[src/rtl/seq_mul_param.sv]
// Parametrised shift-add sequential multiplier with valid/ready intake and done pulse.
// Define SEQ_MUL_SIGNED_EN to add the signed_mode port and two's-complement products.
module seq_mul_param #(
    parameter int unsigned WIDTH = 4
) (
    input  logic                 clk,
    input  logic                 reset,
    input  logic                 in_valid,
    output logic                 in_ready,
    input  logic [WIDTH-1:0]     a,
    input  logic [WIDTH-1:0]     b,
`ifdef SEQ_MUL_SIGNED_EN
    input  logic                 signed_mode,
`endif
    output logic                 busy,
    output logic [2*WIDTH-1:0]   result,
    output logic                 out_done
);

    localparam int unsigned CW = $clog2(WIDTH + 1);
    localparam int unsigned PW = 2 * WIDTH;

    typedef enum logic [1:0] {StIdle, StRun, StDone} state_t;

    state_t          state_q, state_d;
    logic [PW-1:0]   mcand_q, mcand_d;
    logic [WIDTH-1:0] mplier_q, mplier_d;
    logic [PW-1:0]   acc_q, acc_d;
    logic [PW-1:0]   result_q, result_d;
    logic [CW-1:0]   count_q, count_d;
    logic [PW-1:0]   ext_a;
    logic [PW-1:0]   addend;
    logic            last;
`ifdef SEQ_MUL_SIGNED_EN
    logic            sgn_q, sgn_d;
`endif

    always_ff @(posedge clk or posedge reset) begin
        if (reset) begin
            state_q  <= StIdle;
            mcand_q  <= '0;
            mplier_q <= '0;
            acc_q    <= '0;
            result_q <= '0;
            count_q  <= '0;
`ifdef SEQ_MUL_SIGNED_EN
            sgn_q    <= 1'b0;
`endif
        end else begin
            state_q  <= state_d;
            mcand_q  <= mcand_d;
            mplier_q <= mplier_d;
            acc_q    <= acc_d;
            result_q <= result_d;
            count_q  <= count_d;
`ifdef SEQ_MUL_SIGNED_EN
            sgn_q    <= sgn_d;
`endif
        end
    end

    always_comb begin
        state_d  = state_q;
        mcand_d  = mcand_q;
        mplier_d = mplier_q;
        acc_d    = acc_q;
        result_d = result_q;
        count_d  = count_q;
`ifdef SEQ_MUL_SIGNED_EN
        sgn_d    = sgn_q;
`endif
        // Multiplicand is stored pre-extended so each iteration is a plain shift.
        ext_a = {{WIDTH{1'b0}}, a};
`ifdef SEQ_MUL_SIGNED_EN
        if (signed_mode) begin
            ext_a = {{WIDTH{a[WIDTH-1]}}, a};
        end
`endif
        last   = (count_q == CW'(WIDTH - 1));
        addend = mplier_q[0] ? (mcand_q << count_q) : '0;

        unique case (state_q)
            StIdle, StDone: begin
                if (in_valid) begin
                    state_d  = StRun;
                    mcand_d  = ext_a;
                    mplier_d = b;
                    acc_d    = '0;
                    count_d  = '0;
`ifdef SEQ_MUL_SIGNED_EN
                    sgn_d    = signed_mode;
`endif
                end else begin
                    state_d = StIdle;
                end
            end
            StRun: begin
`ifdef SEQ_MUL_SIGNED_EN
                // MSB of a two's-complement multiplier carries negative weight.
                acc_d = (sgn_q && last) ? (acc_q - addend) : (acc_q + addend);
`else
                acc_d = acc_q + addend;
`endif
                mplier_d = mplier_q >> 1;
                count_d  = count_q + CW'(1);
                if (last) begin
                    result_d = acc_d;
                    state_d  = StDone;
                end
            end
            default: state_d = StIdle;
        endcase
    end

    assign in_ready = (state_q != StRun);
    assign busy     = (state_q == StRun);
    assign out_done = (state_q == StDone);
    assign result   = result_q;

endmodule

[config.mk]
export PLATFORM = sky130hd
export DESIGN_NAME = seq_mul_param
export DESIGN_NICKNAME = d
export VERILOG_FILES = /design/src/rtl/seq_mul_param.sv
export SDC_FILE = /design/constraint.sdc
export NUM_CORES = 1
export LEC_CHECK = 0
export BUFFER_PORTS_ARGS = -buffer_cell sky130_fd_sc_hd__buf_2
export CAP_MARGIN = 15
export CORE_ASPECT_RATIO = 1.2
export CORE_MARGIN = 2
export CORE_UTILIZATION = 35
export CTS_CLUSTER_DIAMETER = 120
export CTS_CLUSTER_SIZE = 8
export DETAILED_ROUTE_END_ITERATION = 10
export GPL_TIMING_DRIVEN = 1
export PLACE_DENSITY_LB_ADDON = 0.08
export SLEW_MARGIN = 20
export SYNTH_ARGS = -nofsm -noshare
export SYNTH_HDL_FRONTEND = slang
export SYNTH_SLANG_ARGS = --single-unit
[constraint.sdc]
create_clock -name clk -period 5.54 [get_ports clk]
set_clock_uncertainty 0.2 [all_clocks]
set_input_delay 1.385 -clock clk [delete_from_list [all_inputs] [get_ports clk]]
set_output_delay 1.385 -clock clk [all_outputs]
set_load 0.02 [all_outputs]
==> metrics.md, run 1 <==
| Metric | Value |
|---|---|
| GP Congestion | `0.8459` |
| CP endpoint kind | `output pin` |
| Total track usage | `15.66%` |
| Final setup vio count | `0` |
| DR vias | `1,368` |
| DR pass1 iterations | `4` |
| Warnings from Yosys | `0` |
| Period utilization | `59.10%` |
| Main area contributors after synthesis | `dfrtp_1 (42%), nand2_1 (7.4%), ha_1 (6.5%)` |
| Final Max Tran Viols | `0` |
| DRC viols | `0` |
| Cells after DPL | `263` |
| HPWL after DPL | `2.725 mm` |
| Row count | `28` |
| Critical path, cell by cell | `nand2b_1 -> inv_2 -> buf_2` |
| Drt initial violations | `83` |
| Total power draw | `1.161 mW` |
| Netlist cell types | `35` |
| Dpl cell area | `0.001866 mm²` |
| Initial Utilization | `35.66%` |
| Yosys top cell by area | `dfrtp_1` |
| Sw Ratio | `44.30%` |
| RSZ-0062 raised after global routing | `false` |
| CTS Buf Count | `5` |
| Area Growth Syn to Fin | `12.84%` |
| CTS tree | `done` |
| Post-synthesis simple-gate area fraction | `19.96%` |
| Final WS setup | `2.266 ns` |
| Fillers | `521` |
| Port bufs | `21` |
| Data arrival time of the critical path | `1.69 ns` |
| Req. time, crit path | `3.95 ns` |
| Layout Utilization | `40.24%` |
| Post-route ant nets | `0` |
| Post-synth ARST share | `100.0%` |
| Tmin final | `3.274 ns` |
| Fmax | `305.4 MHz` |
| Worst-margin pin slew | `0.5779 ns` |
| Clock-pin slew on the worst setup and hold paths | `0.06 ns` |
| Cts-stage hold buffer count | `0` |
| Startpoint Class | `flop` |
| Slew headroom | `61.39%` |
| Sequential fraction of the synthesis area | `42.09%` |
| Final instance area | `0.001946 mm²` |
| Multi-input gate area | `910.9 µm²` |
| Antenna diode instance count | `0` |
| Syn avg cell area | `9.027 µm²` |
| Final hold vios | `0` |
| Post-CTS Setup Bufs | `0` |
| CORE AREA | `0.004835 mm²` |
| Antenna violations before repair | `0` |
| Skew-Pair Late Insertion Delay | `0.28 ns` |
| Largest net degree at the start of global routing | `30` |
| Nets | `231` |
| Clk network pwr share | `14.4%` |
| Post-CTS Resized | `0` |
| Max-cap violations | `0` |
| Maximum vdd drop | `0.0002095 V` |
| Dpl ws | `2.576 ns` |
| Mapped cell area | `0.001724 mm²` |
| Crit path kind | `flop to output pin` |
| Dominant synthesized flop cell | `dfrtp_1` |
| Status | `finished, final reports clean` |
| Clock sinks | `29` |
| Root Driver | `clkbuf_8` |
| CP Max Fanout | `17` |
| Number of global-route vias before repair | `1,344` |
| Slowest CP cell | `dfrtp_1` |
| Worst Hold Class | `flop to flop` |
| Comb power frac | `49.9%` |
| Post-synthesis mux area share | `6.821%` |
| Share of cells above drive strength 1 | `16.59%` |
| Pint | `0.6466 mW` |
| Storage element area | `725.7 µm²` |
| Layout Cells excl Fill | `271` |
| Largest stage delay on the critical path | `0.62 ns` |
| H-tree Lvls | `2` |
| Clock Path Buffers | `2` |
| Setup TNS Final | `0 ns` |
| Synth top area share | `42.09%` |
| Die area | `0.005506 mm²` |
| Largest family of logic cells by synthesized area | `simple AND/OR/NAND/NOR gates` |
| Post-Syn Nets | `212` |
| Synthesis-stage register bit count | `29` |
| DIE HEIGHT | `80.89 µm` |
| Post-synth EDFFs | `0` |
| Hold Slack | `0.2764 ns` |
| Syn Inst Count | `191` |
| I/O pin count | `22` |
| Routed WL | `3.697 mm` |
| LEAKAGE | `0.9351 nW` |
| NetSw | `0.5142 mW` |
| Synth Area in Compound Gates | `15.31%` |
| GRT overflow | `0` |
| WL per Instance | `13.64 µm` |
| Post-synthesis adder-cell area fraction | `7.692%` |
| First-pass GRT wire length | `6.437 mm` |
| Sequential share of power | `35.7%` |
| Die width | `68.07 µm` |
| XOR/XNOR Fraction of Synth Area | `3.048%` |
| PD cells | `596.6 mW/mm²` |
| Routed vias/inst | `5.048` |
-- state kept, by name (all words and copies together) (netlist names) --
| signal | count |
|---|---|
| acc_q | 8 |
| mplier_q | 4 |
| state_q | 2 |
| count_q | 3 |
| result | 8 |
| mcand_q | 4 |
-- cell usage after synthesis (2+ instances only) --
| library cell | instances |
|---|---|
| clkbuf_1 | 8 |
| a21oi_1 | 5 |
| a22o_1 | 3 |
| nand2b_1 | 7 |
| or4_1 | 2 |
| dfrtp_1 | 29 |
| xnor2_1 | 4 |
| nand2_1 | 34 |
| inv_1 | 10 |
| mux2i_1 | 5 |
| nand3_1 | 5 |
| mux2_2 | 4 |
| o21ai_0 | 22 |
| ha_1 | 9 |
| nor3_1 | 2 |
| nor2b_1 | 10 |
| a32oi_1 | 2 |
| a211oi_1 | 3 |
| nor2_1 | 8 |
| o211a_1 | 2 |
| o31ai_1 | 2 |
| xor2_1 | 2 |
-- logic make-up after synthesis --
logic type / Yosys count
AND/OR/NAND/NOR: 72
AO/OA/AOI/OAI: 43
flip-flops: 29
buffers and inverters: 21
multiplexers: 10
adder cells (fa/ha/maj): 10
XOR/XNOR: 6
-- layout by cell type (no fill, tap or decap), types with 2 or more instances in the layout --
cell type  instances
a211oi_1           3
a21oi_1            5
a22o_1             3
a32oi_1            2
buf_2             21
clkbuf_1           3
clkbuf_8           5
dfrtp_1           29
ha_1               9
inv_1             10
mux2_2             4
mux2i_1            5
nand2_1           34
nand2b_1           7
nand3_1            5
nor2_1             8
nor2b_1           10
nor3_1             2
o211a_1            2
o21ai_0           22
o31ai_1            2
or4_1              2
xnor2_1            4
xor2_1             2
-- layout make-up --
| class | count | area share, % |
|---|---|---|
| Multi-Input combinational cell | 141 | 46.82 |
| Clock buffer | 8 | 4.116 |
| Tap cell | 60 | 3.859 |
| Sequential cell | 29 | 37.30 |
| Inverter | 11 | 2.122 |
| Timing Repair Buffer | 22 | 5.788 |
-- per-layer routing --
metal	track usage (%)	share of wire (%)	vias up
met5	0	0	-
met3	3.324	2.9	6
met4	6.000	1.8	0
met1	19.91	46	648
li1	-	-	698
met2	25.73	49	16
-- path summary, 6_finish.rpt --
kind                             from   endpoint  slack, ns  cells after the start
setup / recovery           state_q[0]       busy       2.27                      3
hold / removal              result[3]  result[3]       0.28                      2
setup reg to reg           count_q[0]   acc_q[6]       2.65                      9
hold reg to reg             result[3]  result[3]       0.28                      2
max in group asynchronous       reset   acc_q[7]       3.88                      3
min in group asynchronous       reset   acc_q[1]       0.98                      3
-- critical path: cells and delay by family (launching register included) --
family	cells	cell delay, ns
DFF	1	0.62
and+or+nand+nor	1	0.40
buffers and inverters	2	0.39
-- power by group through the flow --
stage                     sequential (mW)  clock [mW]  combinational, mW
after floorplan                     0.390           0              0.472
after global placement              0.414           0              0.575
after detailed placement            0.419           0              0.584
after CTS                           0.415       0.174              0.588
after global routing                0.433       0.181              0.667
final                               0.414       0.168              0.579
(Power assumes the default switching activity.)
==> run 2: changes to the inputs <==
==> constraint.sdc (replaced) <==
create_clock -name clk -period 3.24 [get_ports clk]
set_clock_uncertainty 0.2 [all_clocks]
set_input_delay 0.81 -clock clk [delete_from_list [all_inputs] [get_ports clk]]
set_output_delay 0.81 -clock clk [all_outputs]
set_load 0.02 [all_outputs]
==> metrics.md, run 2 (synthesis gave the netlist of run 1 again) <==
| Metric | Value |
|---|---|
| DRC viols | `0` |
| First-pass GRT wire length | `6.458 mm` |
| Port bufs | `21` |
| H-tree Lvls | `2` |
| DIE HEIGHT | `80.89 µm` |
| Data arrival time of the critical path | `2.81 ns` |
| CTS tree | `done` |
| Slowest CP cell | `dfrtp_1` |
| Slew headroom | `65.82%` |
| Total track usage | `15.66%` |
| CP delay by family, top | `simple AND/OR/NAND/NOR gates` |
| HPWL after DPL | `2.786 mm` |
| Routed WL | `3.673 mm` |
| Nets | `234` |
| Fmax | `357.9 MHz` |
| Clock Path Buffers | `2` |
| Initial Utilization | `35.66%` |
| Worst Hold Class | `flop to flop` |
| Setup TNS Final | `0 ns` |
| Clock sinks | `29` |
| Skew-Pair Late Insertion Delay | `0.28 ns` |
| WL per Instance | `13.41 µm` |
| Final Max Tran Viols | `0` |
| Root Driver | `clkbuf_8` |
| Commonest non-fill, non-tap cell in the layout | `nand2_1` |
| Post-CTS Resized | `0` |
| CP Buf/Inv Count | `0` |
| Clock-pin slew on the worst setup and hold paths | `0.06 ns` |
| Multi-input gate area | `910.9 µm²` |
| GRT overflow | `0` |
| Antenna violations before repair | `0` |
| CP endpoint kind | `flop` |
| Final WS setup | `0.4456 ns` |
| Req. time, crit path | `3.25 ns` |
| R2R setup slack | `0.45 ns` |
| Die area | `0.005506 mm²` |
| CORE AREA | `0.004835 mm²` |
| CP Max Fanout | `10` |
| Cts-stage hold buffer count | `0` |
| Tmin final | `2.794 ns` |
| Largest net degree at the start of global routing | `30` |
| DR vias | `1,386` |
| Period utilization | `86.25%` |
| DR pass1 iterations | `4` |
| Storage element area | `725.7 µm²` |
| Max-cap violations | `0` |
| PD cells | `1012 mW/mm²` |
| Routed vias/inst | `5.058` |
| Antenna diode instance count | `0` |
| Fillers | `513` |
| Post-route ant nets | `0` |
| Largest stage delay on the critical path | `0.55 ns` |
| Die width | `68.07 µm` |
| Final setup vio count | `0` |
| Layout Cells excl Fill | `274` |
| Critical path, cell by cell | `mux2i_1 -> o21ai_0 -> nor2b_1 -> ha_1 -> nor2b_1 -> o21ai_0 -> a21oi_1 -> or4_1 -> nand3_1` |
| RSZ-0062 raised after global routing | `false` |
| Post-CTS Setup Bufs | `0` |
| Cells after DPL | `266` |
| CTS Buf Count | `5` |
| Most frequent cells in the layout | `nand2_1 (34), dfrtp_1 (29), o21ai_0 (22), buf_2 (21)` |
| Dpl ws | `0.4513 ns` |
| Status | `finished, final reports clean` |
| Final hold vios | `0` |
| Drt initial violations | `38` |
| LEAKAGE | `0.9561 nW` |
| Crit path kind | `flop to flop` |
| Maximum vdd drop | `0.0003476 V` |
| Worst-margin pin slew | `0.5127 ns` |
| Number of global-route vias before repair | `1,434` |
| Startpoint Class | `flop` |
| Row count | `28` |
| Share of cells above drive strength 1 | `18.69%` |
| Area Growth Syn to Fin | `14.30%` |
| GP Congestion | `0.8811` |
| I/O pin count | `22` |
run 2: cell count changes in the layout (fill, tap and decap cells not counted):
cell      change
buf_4         +3
clkbuf_1      -2
clkinv_2      +2
run 2: metal layers:
metal / GRT usage [%] / share of wire [%] / vias up
li1: - / - / 699
met1: 18.62 / 44 / 648
met2: 25.92 / 49 / 33
met3: 4.294 / 4.4 / 6
met4: 7.200 / 2.2 / 0
met5: 0 / 0 / -
run 2: layout make-up:
class | count | area share (%)
multi-input cells | 141 | 46.22
flip-flops and latches | 29 | 36.83
repair buffers | 25 | 6.857
well taps | 60 | 3.810
clock buffers | 6 | 3.683
inverters | 11 | 2.095
clock inverters | 2 | 0.5079
run 2: tightest hold or removal path, delay by kind of cell (launching register included):
family             cells  cell delay [ns]
and+or+nand+nor        1             0.05
DFF                    1             0.34
AOI/OAI and AO/OA      1             0.06
run 2: through the flow:
stage | utilization (%) | cell area, µm² | total power [mW] | hold slack [ns]
3_3_place_gp | 39.05 | 1888 | 1.699 | 0.2582
5_1_grt | 40.76 | 1971 | 2.206 | 0.2971
3_5_place_dp | 39.05 | 1888 | 1.732 | 0.2647
4_1_cts | 40.76 | 1971 | 2.027 | 0.2788
6_report | 40.76 | 1971 | 1.994 | 0.2754
2_1_floorplan | - | 1724 | 1.473 | 0.2563
run 2: worst paths after layout:
path                                  from        end  depth (start not counted)
worst max-delay path            count_q[0]   acc_q[6]                          9
worst min-delay path             result[5]  result[5]                          2
worst max register to register  count_q[0]   acc_q[6]                          9
worst min register to register   result[5]  result[5]                          2
max in group asynchronous            reset   acc_q[4]                          3
min in group asynchronous            reset  result[0]                          3
run 2: power breakdown:
| group | switching (mW) | internal (mW) |
|---|---|---|
| combinational | 0.570 | 0.442 |
| clock | 0.134 | 0.148 |
| sequential | 0.173 | 0.526 |
| total | 0.877 | 1.12 |
